==> config.mk <==
export PLATFORM = sky130hd
export DESIGN_NAME = ring_osc_freq_meter
export DESIGN_NICKNAME = d
export VERILOG_FILES = /design/src/rtl/ring_osc_freq_meter.sv
export SDC_FILE = /design/constraint.sdc
export NUM_CORES = 1
export LEC_CHECK = 0
export CAP_MARGIN = 30
export CORE_ASPECT_RATIO = 1.1
export CORE_MARGIN = 5
export CORE_UTILIZATION = 40
export CTS_CLUSTER_DIAMETER = 200
export DETAILED_ROUTE_END_ITERATION = 12
export GPL_TIMING_DRIVEN = 0
export PLACE_DENSITY_LB_ADDON = 0.15
export SKIP_LAST_GASP = 1
export SLEW_MARGIN = 5
export SYNTH_ARGS = -nofsm -noshare
export SYNTH_HDL_FRONTEND = slang
export SYNTH_SLANG_ARGS = --single-unit
==> constraint.sdc <==
create_clock -name clk -period 3.55 [get_ports clk]
set_clock_uncertainty 0.2 [all_clocks]
set_input_delay 0.355 -clock clk [delete_from_list [all_inputs] [get_ports clk]]
set_output_delay 0.355 -clock clk [all_outputs]
set_load 0.01 [all_outputs]
==> src/rtl/ring_osc_freq_meter.sv <==
`default_nettype none
// ============================================================================
//  Module      : ring_osc_freq_meter
//  Description : Measures the frequency of the ring-oscillator divider output.
//                osc_in is synchronised into clk, its rising edges are counted
//                over a gate window of gate_len clk cycles, and the count is
//                latched so f_osc = count / gate_len * f_clk.
//  Ports       : clk, rst_n (async, active-low)
//                osc_in    - divided oscillator, asynchronous to clk
//                start     - begin a measurement (ignored while busy)
//                abort     - cancel a measurement in progress
//                gate_len  - window length in clk cycles, sampled on start
//                busy      - measurement window open
//                done      - result valid
//                overflow  - edge count saturated in the last measurement
//                count     - latched edge count
//                byte_sel  - byte index for byte_out
//                byte_out  - selected byte of count (zero above CNT_W)
//  Revision    : 1.0 - initial release
// ============================================================================
module ring_osc_freq_meter #(
    parameter int CNT_W       = 16,
    parameter int GATE_W      = 16,
    parameter int SYNC_STAGES = 2
) (
    input  logic              clk,
    input  logic              rst_n,
    input  logic              osc_in,
    input  logic              start,
    input  logic              abort,
    input  logic [GATE_W-1:0] gate_len,
    output logic              busy,
    output logic              done,
    output logic              overflow,
    output logic [CNT_W-1:0]  count,
    input  logic [1:0]        byte_sel,
    output logic [7:0]        byte_out
);

    localparam logic [1:0] c_idle = 2'd0;
    localparam logic [1:0] c_gate = 2'd1;
    localparam logic [1:0] c_done = 2'd2;

    localparam logic [CNT_W-1:0] c_acc_max = '1;

    logic [1:0]             r_state;
    logic [1:0]             w_state_next;
    logic [SYNC_STAGES-1:0] r_sync;
    logic                   r_hist;
    logic                   w_rise;
    logic [CNT_W-1:0]       r_acc;
    logic                   r_ovf_acc;
    logic [GATE_W-1:0]      r_gate_rem;
    logic [CNT_W-1:0]       w_acc_next;
    logic                   w_ovf_next;
    logic                   w_accept;
    logic                   w_accept_zero;
    logic                   w_abort;
    logic                   w_last;
    logic [31:0]            w_count_ext;

    // ------------------------------------------------------------------
    // Synchroniser plus history flop; runs in every state so an edge just
    // before start is neither lost nor double-counted.
    // ------------------------------------------------------------------
    always_ff @(posedge clk or negedge rst_n) begin
        if (!rst_n) begin
            r_sync <= '0;
            r_hist <= 1'b0;
        end else begin
            r_sync <= {r_sync[SYNC_STAGES-2:0], osc_in};
            r_hist <= r_sync[SYNC_STAGES-1];
        end
    end

    assign w_rise = r_sync[SYNC_STAGES-1] & ~r_hist;

    // Control decodes. Abort only counts in GATE, start only outside it,
    // so abort wins in GATE and start wins in IDLE/DONE by construction.
    assign w_accept      = start && (r_state != c_gate) && (gate_len != '0);
    assign w_accept_zero = start && (r_state != c_gate) && (gate_len == '0);
    assign w_abort       = abort && (r_state == c_gate);
    assign w_last        = (r_state == c_gate) && !abort
                           && (r_gate_rem == GATE_W'(1));

    // Saturating accumulate; the current cycle's rise is folded in so the
    // final window cycle is included in the latched result.
    always_comb begin
        w_acc_next = r_acc;
        w_ovf_next = r_ovf_acc;
        if (w_rise) begin
            if (r_acc == c_acc_max) begin
                w_ovf_next = 1'b1;
            end else begin
                w_acc_next = r_acc + CNT_W'(1);
            end
        end
    end

    // ------------------------------------------------------------------
    // FSM: state register / next state / outputs
    // ------------------------------------------------------------------
    always_ff @(posedge clk or negedge rst_n) begin
        if (!rst_n) begin
            r_state <= c_idle;
        end else begin
            r_state <= w_state_next;
        end
    end

    always_comb begin
        w_state_next = r_state;
        case (r_state)
            c_idle, c_done: begin
                if (w_accept) begin
                    w_state_next = c_gate;
                end else if (w_accept_zero) begin
                    w_state_next = c_done;
                end
            end
            c_gate: begin
                if (w_abort) begin
                    w_state_next = c_idle;
                end else if (w_last) begin
                    w_state_next = c_done;
                end
            end
            default: w_state_next = c_idle;
        endcase
    end

    always_comb begin
        busy = (r_state == c_gate);
        done = (r_state == c_done);
    end

    // ------------------------------------------------------------------
    // Datapath
    // ------------------------------------------------------------------
    always_ff @(posedge clk or negedge rst_n) begin
        if (!rst_n) begin
            r_acc      <= '0;
            r_ovf_acc  <= 1'b0;
            r_gate_rem <= '0;
            count      <= '0;
            overflow   <= 1'b0;
        end else if (w_accept) begin
            r_acc      <= '0;
            r_ovf_acc  <= 1'b0;
            r_gate_rem <= gate_len;
        end else if (w_accept_zero) begin
            count      <= '0;
            overflow   <= 1'b0;
        end else if ((r_state == c_gate) && !w_abort) begin
            r_acc      <= w_acc_next;
            r_ovf_acc  <= w_ovf_next;
            r_gate_rem <= r_gate_rem - GATE_W'(1);
            if (w_last) begin
                count    <= w_acc_next;
                overflow <= w_ovf_next;
            end
        end
    end

    // ------------------------------------------------------------------
    // Byte readout; bytes beyond CNT_W read as zero.
    // ------------------------------------------------------------------
    generate
        if (CNT_W < 32) begin : g_pad
            assign w_count_ext = {{(32-CNT_W){1'b0}}, count};
        end else begin : g_nopad
            assign w_count_ext = count;
        end
    endgenerate

    always_comb begin
        byte_out = 8'h00;
        case (byte_sel)
            2'd0:    byte_out = w_count_ext[7:0];
            2'd1:    byte_out = w_count_ext[15:8];
            2'd2:    byte_out = w_count_ext[23:16];
            default: byte_out = w_count_ext[31:24];
        endcase
    end

endmodule
`default_nettype wire

* Yosys cells after proc, flatten, opt, wreduce, memory -nomap -nowiden
Index checks and enable logic that the tools add are counted.
Widths: inputs -> output; s select.
** Word-level totals
- Bits in registers :: 55
- Bits in latches :: 0
- Memory bits (writable) :: 0
- ROM bits :: 0
- Bits of input ports :: 23
- Output and inout port bits :: 27
- Logic and storage cells :: 67
- Memories :: 0
** Cells by class
- Add/subtract/negate cells :: 2
- Multipliers :: 0
- Divide/modulo/power cells :: 0
- Order comparisons :: 0
- Equal/unequal tests :: 9
- Shifts and indexed selects :: 0
- Mux-type cells :: 25
- Bitwise gates (word level) :: 3
- Reductions and logical operators :: 20
** Operator list (count)
- $mux 16 :: 11
- $add 16x1->16 const B :: 1
- $eq 16x1->1 const B :: 1
- $eq 16x16->1 const B :: 1
- $logic_not 16->1 :: 1
- $pmux 8 s2 :: 1
- $reduce_bool 16->1 :: 1
- $sub 16x1->16 const B :: 1
- $mux 1 :: 8
- $mux 2 :: 4
- $logic_and 1x1->1 :: 7
- $reduce_bool 2->1 :: 3
- $eq 2x1->1 const B :: 2
- $logic_not 2->1 :: 2
- $pmux 2 s2 :: 1
- $reduce_and 2->1 :: 2
- $ne 3x1->1 const B :: 1
- $ne 3x3->1 const B :: 1
- $reduce_and 3->1 :: 1
- $eq 2x2->1 const B :: 1
- $logic_not 1->1 :: 2
- $ne 2x1->1 const B :: 1
- $ne 2x2->1 const B :: 1
- $not 1->1 :: 2
- other kinds (2) :: 2

* Logic depth before layout (Yosys ltp)
Gate-level depths: netlist (run 1).
- Depth after elaboration :: 7
- Mapped depth :: 7
- Depth with buffers taken out :: 6

* Least setup slack after synthesis (run 1)
No wires, ideal clock.
- Path kind :: reg-to-reg
- Start :: reg r_gate_rem[4]
- End :: reg r_gate_rem[13]
- Setup time :: 0.129 ns
- Arrival :: 1.974 ns
- Required time :: 3.221 ns
- Path slack :: 1.247 ns
- Stages on the path, launching flop included :: 6
- Period minus slack after synthesis :: 2.303 ns
- Path through :: dfrtp_1 -> or4_4 -> or3_4 -> or4_4 -> nand3_2 -> o211ai_2
** On the way
- Cells in the longest elaborated chain, start to end :: 4
** RTL lines
- start, declared :: line 53 : logic [GATE_W-1:0] r_gate_rem;
- start signal, assigned :: line 150 : r_gate_rem <= gate_len;
- start signal, assigned :: line 157 : r_gate_rem <= r_gate_rem - GATE_W'(1);
- $sub 16x1->16 :: line 157
- $mux 16 :: line 154 : end else if ((r_state == c_gate) && !w_abort) begin
- $mux 16 :: line 151 : end else if (w_accept_zero) begin
- $mux 16 :: line 147 : end else if (w_accept) begin
Every way passes these cells. The select of a mux whose other input is x is not followed.
A chain may end at the register's enable or synchronous reset.

* Final worst setup path (run 1)
- Start :: reg r_gate_rem[4]
- End :: reg count[4]
** On the way
- Cells in the longest elaborated chain, start to end :: 4
** RTL lines
- $eq 16x1->1 :: line 84 : && (r_gate_rem == GATE_W'(1));
- $logic_and 1x1->1 :: line 84
- $reduce_bool 2->1 (no source line)
- $reduce_and 3->1 (no source line)
- end signal, assigned :: line 159 : count <= w_acc_next;
- end, declared :: line 35 : output logic [CNT_W-1:0] count,
Every way passes these cells.

==> metrics.md, run 1 <==
| Metric | Value |
|---|---|
| Total Wirelength | `around 8000 um` |
| Leak pwr | `0.00150 uW` |
| Sequential cell area | `between 1000 and 1500 um^2` |
| Sw power | `around 430 uW` |
| Area Growth Syn to Fin | `24.1%` |
| Die Height | `102 um` |
| Crit end category | `flip-flop` |
| Max VDD drop | `204 uV` |
| Port Buf Inserts | `47` |
| Delay-heaviest family, CP | `simple AND/OR/NAND/NOR gates` |
| First-pass GRT wire length | `13,200 um` |
| Die ar. | `about 9600 um^2` |
| CP max FO | `10` |
| Via density | `roughly 5.6` |
| Drt pass-1 iters | `4` |
| Largest family of logic cells by synthesized area | `simple AND/OR/NAND/NOR gates` |
| Non-filler instance count after layout | `505` |
| WP depth | `6` |
| Multi-input gate area | `approximately 1600 um^2` |
| Final setup viols | `0` |
| CTS buffer count | `5` |
| CORE AREA | `7510 um^2` |
| Fin crit period | `roughly 2.6 ns` |
| H-tree lvl count | `2` |
| Max Slew Vio Count | `0` |
| Unique masters post-synth | `53` |
| Worst Path Class, Setup | `reg2reg` |
| Synth Area in Compound Gates | `0.170` |
| Clock Latency Late Sink | `0.32 ns` |
| Combinational Power Share | `0.180` |
| Remaining antenna violation count after routing | `0` |
| Ant diodes | `0` |
| Synth Area in Simple Gates | `0.262` |
| Detailed placement HPWL | `6080 um` |
| Crit path max-delay cell type | `or4_4` |
| Vias in the first global route | `between 2,000 and 3,000` |
| Clock Power Share | `0.299` |
| Int Pwr | `around 1000 uW` |
| Overall power consumption | `1430 uW` |
| Fraction of layout instances using a drive strength above 1 | `0.0575` |
| Unrepaired setup endpoints after global routing | `no` |
| Top FF cell, synth | `dfrtp_1` |
| Initial core utilization | `0.413` |
| Hold path cells | `0` |
| CP arrival | `approximately 2.6 ns` |
| Max_slew headroom | `0.419` |
| Layout filler cell count | `759` |
| Mapped Nets | `about 370` |
| DRT iter0 DRCs | `160` |
| CTS Root Cell | `clkbuf_8` |
| Reg2reg path depth | `6` |
| #FFs+latches synth | `55` |
| Total Routing Usage GR | `0.173` |
| Critical Path Sink | `count[4]$_DFFE_PN0P_` |
| Crit path launch type | `flip-flop` |
| Synth Instances | `343` |
| CP peak stage delay | `between 0.5 and 0.6 ns` |
| Run status | `finished clean` |
| FF-to-FF End | `count[4]$_DFFE_PN0P_` |
| Chip width | `94.0 um` |
| Longest Clk Path Bufs | `2` |
| Post-Synth Adder-Cell Area | `0.0121` |
| Sum Neg Setup Slack | `0 ns` |
| Final Cycle Share | `0.744` |
| Congestion Overflow GR | `0` |
| Power Density | `371 nW/um^2` |
| Net Sw Frac | `0.298` |
| Vias | `2,850` |
| Xor/xnor share of the synthesized area | `0.0310` |
| R2R setup slack | `between 0.9 and 1 ns` |
| Setup Fix Bufs, Post-CTS | `0` |
| Number of synthesized flops with an enable pin | `0` |
| Crit path cell chain | `or4_4 > nor3_2 > nand4_2 > clkbuf_1 > nand3_1 > o31ai_1` |
| Seq/Total Area, Yosys | `0.443` |
| Post-Syn Area | `roughly 3100 um^2` |
| Initial antenna violation count | `0` |
| Reg clk slew, reported paths | `approximately 0.1 ns` |
| Clk sinks | `55` |
| Max-cap violations | `0` |
| Hold Crit Class | `reg2reg` |
| Buf/Inv on CP | `1` |
| DRC viols | `0` |
| Dpl cells | `between 400 and 500` |
| GPL Wtd Cong | `between 0.8 and 0.9` |
| Yosys Warn Count | `0` |
| Crit path from | `r_gate_rem[4]$_DFFE_PN0P_` |
| Seq pwr share | `0.521` |
| Row Count | `33` |
| Ys async rst share | `1.00` |
| Final-report hold violation count | `0` |
| Number of nets in the layout | `approximately 430` |
| # IOs | `50` |
| Largest net degree at the start of global routing | `35` |
| Routed WL per cell | `~16 um` |
| TritonCTS clock tree | `built` |
| Critical Path RT | `roughly 3.6 ns` |
| Worst-Margin Slew | `0.871 ns` |
| Mapped Avg Cell Area | `9.05 um^2` |
| Fmax | `between 0.3 and 0.4 GHz` |
| Mux cell area share after synthesis | `0.0520` |
| FF-to-FF Start | `r_gate_rem[4]$_DFFE_PN0P_` |
worst reg2reg max path: stages (launching register included):
cell and delay, ns:
dfrtp_1 0.45, or4_4 0.57, nor3_2 0.40, nand4_2 0.38, clkbuf_1 0.32, nand3_1 0.15, o31ai_1 0.07
synth_stat cells (2+ instances only):
master,n,share of area
xor2_1,2,0.0056
a41oi_1,2,0.0056
inv_1,5,0.0060
dfrtp_1,55,0.44
nor3_1,12,0.019
a22oi_1,3,0.0073
xnor2_1,9,0.025
a211oi_1,2,0.0048
and4_1,5,0.014
nand3_1,29,0.047
o211ai_1,3,0.0073
ha_1,3,0.012
o21ai_0,32,0.052
o311ai_0,4,0.011
nor2b_1,2,0.0040
mux2i_1,15,0.048
nand3b_1,2,0.0048
nor3b_1,3,0.0073
and3_1,3,0.0060
o31ai_1,3,0.0073
and2_1,5,0.010
and4b_1,2,0.0064
clkbuf_1,17,0.021
or4_4,2,0.0073
nor2_1,24,0.029
nand2_1,35,0.042
a31oi_1,9,0.018
a21oi_1,13,0.021
o41ai_1,3,0.0085
nand4_1,7,0.014
or4_1,3,0.0073
a31o_2,2,0.0056
o22ai_1,2,0.0040
nor4_1,6,0.012
per-stage QoR:
step	hold slack [ns]	setup slack (ns)	instance area, um^2	util
after floorplan	-0.141	1.25	3110	-
after global placement	0.134	0.131	3710	0.493
after detailed placement	0.135	0.657	3730	0.496
after CTS	0.157	0.924	3850	0.513
after global routing	0.164	0.786	3850	0.513
final	0.155	0.908	3850	0.513
cell families after synthesis:
logic type	after synthesis
AO/OA/AOI/OAI	84
XOR/XNOR	11
adder cells (fa/ha/maj)	3
buffers and inverters	24
flip-flops	55
multiplexers	16
AND/OR/NAND/NOR	150
registers in the layout (all words and copies together) (netlist names):
register / count
count: 16
r_acc: 16
r_gate_rem: 16
r_state: 2
r_sync: 2
overflow: 1
r_hist: 1
r_ovf_acc: 1
repair_timing:
action                     CTS  global route
resized for setup            0             0
hold endpoints to repair    33             0
hold buffers                 1             0
setup endpoints to repair    0             0
worst min-delay path by stage:
stage	from	endpoint	slack, ns
floorplan	rst_n	count[0]$_DFFE_PN0P_	-0.14
global placement	r_sync[0]$_DFF_PN0_	r_sync[1]$_DFF_PN0_	0.13
detailed placement	r_sync[0]$_DFF_PN0_	r_sync[1]$_DFF_PN0_	0.13
CTS	r_sync[0]$_DFF_PN0_	r_sync[1]$_DFF_PN0_	0.16
global route	r_sync[0]$_DFF_PN0_	r_sync[1]$_DFF_PN0_	0.16
finish	r_sync[0]$_DFF_PN0_	r_sync[1]$_DFF_PN0_	0.16
layout by cell type, fill, tap and decap left out, types with 4 or more instances in the layout:
| cell type | synthesis | final |
|---|---|---|
| clkbuf_8 | 0 | 5 |
| and2_1 | 5 | 5 |
| nand4_1 | 7 | 7 |
| nor3_1 | 12 | 12 |
| dfrtp_1 | 55 | 55 |
| mux2i_1 | 15 | 15 |
| inv_1 | 5 | 5 |
| o311ai_0 | 4 | 4 |
| nor4_1 | 6 | 6 |
| o21ai_0 | 32 | 32 |
| a21oi_1 | 13 | 13 |
| and4_1 | 5 | 5 |
| nand2_1 | 35 | 35 |
| clkbuf_1 | 17 | 17 |
| nor2_1 | 24 | 24 |
| xnor2_1 | 9 | 9 |
| nand3_1 | 29 | 29 |
| a31oi_1 | 9 | 9 |
| clkdlybuf4s50_1 | 0 | 46 |
final cells by class:
| cell class | count | share of cell area |
|---|---|---|
| clock inverter | 3 | 0.0114 |
| multi-input combinational | 264 | 0.425 |
| inverter | 5 | 0.00487 |
| clock buffer | 5 | 0.0179 |
| sequential | 55 | 0.357 |
| tap | 105 | 0.0341 |
| buffer | 19 | 0.0188 |
| timing repair buffer | 49 | 0.131 |
routing by layer:
metal	GRT usage	wire length (um)	part of all wire
met1	0.234	3680	0.46
met2	0.279	3710	0.46
met3	0.0309	466	0.058
met4	0.0611	124	0.016
met5	0	0	0
power groups by stage:
| stage | Combinational (uW) | Clock (uW) | Sequential (uW) |
|---|---|---|---|
| 2_1_floorplan | 163 | 0 | 741 |
| 3_3_place_gp | 249 | 0 | 752 |
| 3_5_place_dp | 257 | 0 | 754 |
| 5_1_grt | 285 | 468 | 756 |
| 6_report | 257 | 427 | 745 |
| 4_1_cts | 258 | 441 | 743 |
Note: power is estimated with default switching activity, not from simulation.
==> run 2: changes to the inputs <==
Clock period 3.55 ns to 2.45 ns, I/O delays scaled along.
==> run 2 against run 1 <==
Effect of this change: final cell count increased by 0.20%; largest cell class unchanged; core utilization increased by 0.87 points; wire length increased by 1.1%; critical path type unchanged.
==> metrics.md, run 2 (synthesis gave the netlist of run 1 again) <==
| Metric | Value |
|---|---|
| Power Density | `539 nW/um^2` |
| Min Hold Slack | `~0.16 ns` |
| Routed WL per cell | `~16 um` |
| Longest Clk Path Bufs | `2` |
| Final setup viols | `0` |
| Sequential cell area | `between 1000 and 1500 um^2` |
| CTS Root Cell | `clkbuf_8` |
| Remaining antenna violation count after routing | `0` |
| Detailed placement HPWL | `6080 um` |
| Overall power consumption | `approximately 2100 uW` |
| Leak pwr | `0.00152 uW` |
| Fmax | `roughly 0.42 GHz` |
| CTS buffer count | `5` |
| Multi-input gate area | `1680 um^2` |
| Reg clk slew, reported paths | `0.10 ns` |
| Layout filler cell count | `759` |
| Vias | `about 2,900` |
| Vias in the first global route | `about 2,600` |
| Fin crit period | `2.39 ns` |
| Total Routing Usage GR | `0.174` |
| Area Growth Syn to Fin | `26.1%` |
| Worst-Margin Slew | `about 0.83 ns` |
| Clk sinks | `55` |
| DRT iter0 DRCs | `around 160` |
| CORE AREA | `7510 um^2` |
| Port Buf Inserts | `47` |
| CP arrival | `~2.4 ns` |
| Largest net degree at the start of global routing | `35` |
| Unrepaired setup endpoints after global routing | `yes` |
| Most common cell after layout, fill and taps aside | `dfrtp_1` |
| Crit path launch type | `flip-flop` |
| Fraction of layout instances using a drive strength above 1 | `0.0823` |
| H-tree lvl count | `2` |
| First-pass GRT wire length | `about 13,000 um` |
| Crit path cell chain | `or4_4 > or3_4 > or4_1 > nand3_1 > o211ai_1` |
| TritonCTS clock tree | `built` |
| Initial core utilization | `0.413` |
| Initial antenna violation count | `0` |
| Row Count | `33` |
| Via density | `between 5 and 6` |
| Run status | `finished clean` |
| Final Cycle Share | `0.974` |
| Die Height | `roughly 100 um` |
| Clock Latency Late Sink | `about 0.32 ns` |
| Commonest cells after routing, fill and taps aside | `dfrtp_1 (55), clkdlybuf4s50_1 (46), nand2_1 (35)` |
| # IOs | `50` |
| Worst Path Class, Setup | `reg2reg` |
| Sum Neg Setup Slack | `0 ns` |
| Ant diodes | `0` |
| Crit end category | `flip-flop` |
| Max-cap violations | `0` |
| CP peak stage delay | `~0.58 ns` |
| CP max FO | `5` |
| Die ar. | `roughly 9600 um^2` |
| Number of nets in the layout | `between 400 and 500` |
| Total Wirelength | `just over 8000 um` |
| Max Slew Vio Count | `0` |
| Chip width | `94.0 um` |
| DRC viols | `0` |
| Biggest regs | `count x16, r_acc x16, r_gate_rem x16` |
| Crit path max-delay cell type | `or4_4` |
| Critical Path RT | `approximately 2.4 ns` |
| GPL Wtd Cong | `about 0.84` |
| Final-report hold violation count | `0` |
| Hold Crit Class | `reg2reg` |
| Max VDD drop | `302 uV` |
| Max_slew headroom | `0.445` |
| Congestion Overflow GR | `0` |
| Drt pass-1 iters | `4` |
[run 2: area by class of cell]
cell class | count | area share
clock buffers | 5 | 0.0176
plain buffers | 17 | 0.0176
repair buffers | 52 | 0.134
multi-input cells | 264 | 0.430
clock inverters | 3 | 0.0112
flip-flops and latches | 55 | 0.351
well taps | 105 | 0.0335
inverters | 5 | 0.00479
[run 2: report_power, final]
part | internal, uW | switching, uW | total, uW | leakage, uW
registers | 987 | 98.6 | 1090 | 0.000732
clock network | 305 | 314 | 619 | 0.0000581
logic | 180 | 226 | 407 | 0.000734
total | 1470 | 639 | 2110 | 0.00152
[run 2: repair_timing]
action / in CTS / in global routing
buffers inserted: 0 / 3
pin swaps: 0 / 3
gates resized for setup: 4 / 10
endpoints found under the setup margin: 16 / 31
hold endpoints to repair: 33 / 0
hold buffers: 1 / 0
[run 2: routing by layer]
metal	track usage	wire length [um]	vias up	part of all wire
met5	0	0	-	0
met4	0.0611	130	0	0.016
met3	0.0309	402	11	0.050
met2	0.283	3760	72	0.47
met1	0.232	3790	1385	0.47
li1	-	-	1408	-
[run 2: final timing paths]
kind / from / endpoint / slack, ns / cells after the start
min in group asynchronous: rst_n / overflow$_DFFE_PN0P_ / 0.36 / 2
setup reg to reg: r_gate_rem[6]$_DFFE_PN0P_ / r_gate_rem[11]$_DFFE_PN0P_ / 0.06 / 5
max in group asynchronous: rst_n / r_sync[0]$_DFF_PN0_ / 1.09 / 3
hold / removal: r_sync[0]$_DFF_PN0_ / r_sync[1]$_DFF_PN0_ / 0.16 / 0
setup / recovery: r_gate_rem[6]$_DFFE_PN0P_ / r_gate_rem[11]$_DFFE_PN0P_ / 0.06 / 5
hold reg to reg: r_sync[0]$_DFF_PN0_ / r_sync[1]$_DFF_PN0_ / 0.16 / 0
[run 2: per-stage QoR]
step / worst slack [ns] / instances / area (um^2) / util
global route: -0.0121 / 506 / 3920 / 0.521
detailed placement: -0.333 / 496 / 3730 / 0.496
floorplan: 0.147 / 343 / 3110 / -
global placement: -0.859 / 495 / 3710 / 0.493
CTS: -0.00232 / 505 / 3880 / 0.517
finish: 0.0647 / 506 / 3920 / 0.521
[run 2: critical path, delay by kind of cell, from the launching register on]
kind / cells / cell delay [ns]
AOI/OAI and AO/OA: 1 / 0.09
and+or+nand+nor: 4 / 1.56
DFF: 1 / 0.41
